File: config.mk
export PLATFORM = sky130hd
export DESIGN_NAME = inst_encoder
export DESIGN_NICKNAME = d
export VERILOG_FILES = /design/src/rtl/inst_encoder_pkg.sv /design/src/rtl/inst_encoder_imm_packer.sv /design/src/rtl/inst_encoder.sv
export SDC_FILE = /design/constraint.sdc
export NUM_CORES = 1
export LEC_CHECK = 0
export ABC_CLOCK_PERIOD_IN_PS = 1700
export BUFFER_PORTS_ARGS = -buffer_cell sky130_fd_sc_hd__buf_2
export CAP_MARGIN = 20
export CORE_ASPECT_RATIO = 0.6
export CORE_MARGIN = 2
export CORE_UTILIZATION = 35
export CTS_BUF_LIST = sky130_fd_sc_hd__clkbuf_8 sky130_fd_sc_hd__clkbuf_16
export CTS_CLUSTER_DIAMETER = 60
export CTS_CLUSTER_SIZE = 28
export DETAILED_ROUTE_END_ITERATION = 8
export PLACE_DENSITY = 0.56
export RECOVER_POWER = 25
export SLEW_MARGIN = 20
export SYNTH_ARGS = -nofsm -noshare
export SYNTH_HDL_FRONTEND = slang
export SYNTH_SLANG_ARGS = --single-unit
File: constraint.sdc
create_clock -name clk -period 1.7 [get_ports clk]
set_input_delay 0.34 -clock clk [delete_from_list [all_inputs] [get_ports clk]]
set_output_delay 0.34 -clock clk [all_outputs]
set_load 0.02 [all_outputs]
File: src/rtl/inst_encoder_pkg.sv
// inst_encoder_pkg: immediate type codes, legal immediate ranges, NOP constant and request layout.
package inst_encoder_pkg;
  typedef enum logic [2:0] {
    RTYPE = 3'd0,
    ITYPE = 3'd1,
    STYPE = 3'd2,
    BTYPE = 3'd3,
    UTYPE = 3'd4,
    JTYPE = 3'd5
  } imm_type_e;
  localparam logic [31:0] NOP = 32'h00000013;
  localparam int IMM12_MIN = -2048;
  localparam int IMM12_MAX = 2047;
  localparam int IMMB_MIN = -4096;
  localparam int IMMB_MAX = 4094;
  localparam int IMMJ_MIN = -1048576;
  localparam int IMMJ_MAX = 1048574;
  typedef struct packed {
    logic [2:0] typ;
    logic [31:0] imm;
    logic [6:0] opcode;
    logic [4:0] rd;
    logic [4:0] rs1;
    logic [4:0] rs2;
    logic [2:0] funct3;
    logic [6:0] funct7;
  } req_t;
  function automatic logic in_range(input logic signed [31:0] v, input int lo, input int hi);
    return v >= lo && v <= hi;
  endfunction
endpackage

File: src/rtl/inst_encoder_imm_packer.sv
// imm_packer: packs instruction fields by immediate type and flags range, alignment and type errors.
module imm_packer
  import inst_encoder_pkg::*;
(
  input  req_t        req,
  output logic [31:0] instr,
  output logic        err
);
  logic [31:0] i;
  logic [31:0] word;
  logic bad;
  assign i = req.imm;
  always_comb begin
    word = 32'h0;
    bad = 1'b0;
    case (req.typ)
      RTYPE: word = {req.funct7, req.rs2, req.rs1, req.funct3, req.rd, req.opcode};
      ITYPE: begin
        word = {i[11:0], req.rs1, req.funct3, req.rd, req.opcode};
        bad = !in_range(i, IMM12_MIN, IMM12_MAX);
      end
      STYPE: begin
        word = {i[11:5], req.rs2, req.rs1, req.funct3, i[4:0], req.opcode};
        bad = !in_range(i, IMM12_MIN, IMM12_MAX);
      end
      BTYPE: begin
        word = {i[12], i[10:5], req.rs2, req.rs1, req.funct3, i[4:1], i[11], req.opcode};
        bad = !in_range(i, IMMB_MIN, IMMB_MAX) || i[0];
      end
      UTYPE: begin
        word = {i[31:12], req.rd, req.opcode};
        bad = |i[11:0];
      end
      JTYPE: begin
        word = {i[20], i[10:1], i[11], i[19:12], req.rd, req.opcode};
        bad = !in_range(i, IMMJ_MIN, IMMJ_MAX) || i[0];
      end
      default: bad = 1'b1;
    endcase
  end
  assign instr = bad ? NOP : word;
  assign err = bad;
endmodule

File: src/rtl/inst_encoder.sv
// inst_encoder: two-stage valid/ready instruction encoder with saturating emit and error counters.
module inst_encoder
  import inst_encoder_pkg::*;
(
  input  logic        clk,
  input  logic        rst_n,
  input  logic        in_valid,
  output logic        in_ready,
  input  logic [2:0]  in_type,
  input  logic [31:0] in_imm,
  input  logic [6:0]  in_opcode,
  input  logic [4:0]  in_rd,
  input  logic [4:0]  in_rs1,
  input  logic [4:0]  in_rs2,
  input  logic [2:0]  in_funct3,
  input  logic [6:0]  in_funct7,
  output logic        out_valid,
  input  logic        out_ready,
  output logic [31:0] out_instr,
  output logic        out_err,
  output logic [15:0] enc_cnt,
  output logic [7:0]  err_cnt
);
  req_t s0;
  logic s0_v;
  logic rdy;
  logic s1_free;
  logic [31:0] enc;
  logic enc_err;
  assign s1_free = !out_valid || out_ready;
  // rdy holds in_ready low through reset and rises on the first clock after release
  assign in_ready = rdy && (!s0_v || s1_free);
  imm_packer u_pack (.req(s0), .instr(enc), .err(enc_err));
  always_ff @(posedge clk or negedge rst_n) begin
    if (!rst_n) begin
      rdy <= 1'b0;
      s0_v <= 1'b0;
      s0 <= '0;
      out_valid <= 1'b0;
      out_instr <= 32'h0;
      out_err <= 1'b0;
      enc_cnt <= 16'h0;
      err_cnt <= 8'h0;
    end else begin
      rdy <= 1'b1;
      if (in_ready) begin
        s0_v <= in_valid;
        s0 <= {in_type, in_imm, in_opcode, in_rd, in_rs1, in_rs2, in_funct3, in_funct7};
      end
      if (s1_free) begin
        out_valid <= s0_v;
        if (s0_v) begin
          out_instr <= enc;
          out_err <= enc_err;
        end
      end
      if (out_valid && out_ready) begin
        if (!(&enc_cnt)) enc_cnt <= enc_cnt + 16'd1;
        if (out_err && !(&err_cnt)) err_cnt <= err_cnt + 8'd1;
      end
    end
  end
endmodule

==> results.yml <==
run_status:
  status: "finished, violations left"
  violations: "negative setup slack"
min_path:
  holdCritPathClass: "in -> reg"
logic_synthesis:
  syn_nets: 681
  synth_top_area_frac: 0.5426
  synth_top_area_cell: "dfrtp_1"
  synth-seq-area-share: 0.5426
  ys_ff_latch: 127
  syn_area_sq_um: 5857
  synthArstFlopShare: 1.000
  synth_area_leaders: "dfrtp_1 (54%), nand2_1 (14%), a32o_1 (5.0%)"
  syn-instance-count: 608
  ys_warn_count: 0
  ys_types: 47
  synth.avg_cell_area_sq_um: 9.633
  synth-main-ff-cell: "dfrtp_1"
  synth_edf_count: 0
clock_tree:
  h-tree-depth: 4
  cts_tree: "done"
  cts_sinks: 127
  clk_pin_slew_ps: 60
  clk_path_buf_depth: 2
  clock_latency_ps: 420
  cts_inserted_buffers: 17
  root_buffer: "clkbuf_16"
route:
  wl_per_cell_um: 16.64
  via_per_inst: 4.992
  routed_wl_um: 17390
  vias: 5217
  drcViolationCount: 0
  drtIter0Drc: 320
  dr.pass1.iters: 4
  antenna_left: 0
global_route:
  grt_max_degree: 56
  grt_pass1_wl_um: 27570
  grt.total_usage: 0.2009
  overflow: 0
  grt_pass1_vias: 5143
  antenna_found_initial: 0
placement:
  dp_hpwl_um: 12860
  dpl_worst_slack_ps: -201.4
  portBuffers: 129
  place.gp.congestion: 0.8566
floorplanning:
  rows: 36
  fp.dieH_um: 104.2
  design.portCount: 130
  die-area_sq_um: 17820
  coreArea_sq_um: 16310
  start_util: 0.3592
  die_w_um: 171
critical_path:
  cp.arrival_ps: 2200
  worstSetupPathType: "reg -> reg"
  cp_data_required_time_ps: 2040
  cp_max_fo: 16
  endpoint_kind: "flop"
  cp-start-kind: "flop"
timing:
  tns_ps: -4612
  fin_ws_ps: -155.7
  final-hold-violation-count: 0
  holdWs_ps: 107.4
  setup_violations: 34
  worstMarginPinSlew_ps: 588.3
  slew_viol_final: 0
  period_needed_ps: 1856
  rsz0062_at_grt: "yes"
  skew_ps: 14.09
  period_share: 1.092
  slew_headroom: 0.6078
  fmax_mhz: 538.9
pwr:
  p_per_area_nw_per_um2: 1396
  power_mw: 11.13
  irDropWorstVdd_uv: 785.5
  p_leak_nw: 4.062
cells_and_area:
  nNetsFinal: 877
  syn_to_final_growth_pct: 36.12
  post-route-util: 0.4890
  drive_above_1_share: 0.3366
  insertedDiodeCount: 0
job:
  drv_cap: 0
-- worst max-delay path, stage by stage (launching register included) --
cell and delay (ps):
dfrtp_1 400, nor4_2 340, buf_4 170, nand3_1 80, a2bb2oi_1 180, a32oi_4 250
buf_12 190, a32o_1 170
-- cells by family after synthesis --
kind of cell / Yosys count / share of synthesized area
AND/OR/NAND/NOR: 318 / 0.2354
other: 1 / 0.0006403
multiplexers: 12 / 0.02200
adder cells (fa/ha/maj): 2 / 0.004272
flip-flops: 127 / 0.5426
XOR/XNOR: 21 / 0.03140
buffers and inverters: 40 / 0.03674
AO/OA/AOI/OAI: 87 / 0.1269
-- cells in the final DEF, fill, tap and decap left out, types with 3 or more instances in the layout --
cell type / n
dfrtp_2: 9
o21ai_0: 4
buf_2: 127
mux2_2: 3
a32o_1: 29
o22a_1: 6
nand2b_1: 3
bufinv_16: 5
a21oi_1: 8
and3_1: 8
a31oi_1: 4
nand3_1: 6
nand2_1: 216
buf_4: 74
nand4_1: 14
a2bb2oi_1: 5
buf_12: 4
clkinv_2: 3
nor4_1: 3
a22oi_1: 21
dfrtp_1: 118
inv_1: 5
clkbuf_16: 17
xor2_1: 8
nor4_2: 4
mux2i_1: 8
nor2b_1: 8
xnor2_1: 13
nor2_1: 42
clkinv_4: 4
-- worst paths after layout --
path / start / to / slack, ps / cells after the start
max: s0[58] / out_instr[28] / -160 / 7
max reg2reg: s0[58] / out_instr[28] / -160 / 7
min in group asynchronous: rst_n / enc_cnt[15] / 460 / 2
min: in_funct3[1] / s0[8] / 110 / 3
max in group asynchronous: rst_n / enc_cnt[8] / 280 / 3
min reg2reg: s0[21] / s0[21] / 470 / 2
-- cell usage after synthesis, types with 8 or more instances --
master    count
a21oi_1       8
a22oi_1      21
a32o_1       29
and3_1        9
buf_2        13
clkbuf_1     13
dfrtp_1     127
mux2i_1       8
nand2_1     216
nand4_1      14
nor2_1       43
nor2b_1       9
xnor2_1      13
xor2_1        8
-- stage by stage --
stage | area [sq um] | instances
2_1_floorplan | 5866 | 608
3_3_place_gp | 7233 | 1003
3_5_place_dp | 7233 | 1003
4_1_cts | 7908 | 1036
5_1_grt | 7973 | 1045
6_report | 7973 | 1045
-- power breakdown --
group          total, mW  leakage, nW  switching (mW)  internal [mW]
combinational       3.02         2.16            1.72           1.30
clock               3.99        0.314            1.39           2.60
sequential          4.12         1.59           0.515           3.60
-- routing by layer --
metal  track usage  share of wire  routed length (um)
met1        0.3086           0.51                8863
met2        0.2863           0.42                7355
met3       0.04338          0.060                1048
met4       0.04843         0.0071                 124
met5             0              0                   0
-- state kept, by name, indices dropped and copies added (netlist names) --
name,count
err_cnt,8
out_err,1
s0_v,1
s0,67
out_valid,1
rdy,1
out_instr,32
enc_cnt,16
-- cell type report --
| cell class | instances | area [sq um] |
|---|---|---|
| Clock buffer | 17 | 425.4 |
| Tap cell | 228 | 285.3 |
| Fill cell | 1585 | 8333 |
| Timing Repair Buffer | 211 | 1321 |
| Inverter | 6 | 27.53 |
| Multi-Input combinational cell | 441 | 2505 |
| Clock inverter | 15 | 219.0 |
| Sequential cell | 127 | 3189 |
-- repair_timing --
item                       CTS  global route
pin swaps                    0             2
hold buffers                 1             0
gates resized for setup      6            12
setup buffers                0             9
setup endpoints to repair   34            39
hold endpoints to repair    20             0
Power figures use the tool's default switching activity.
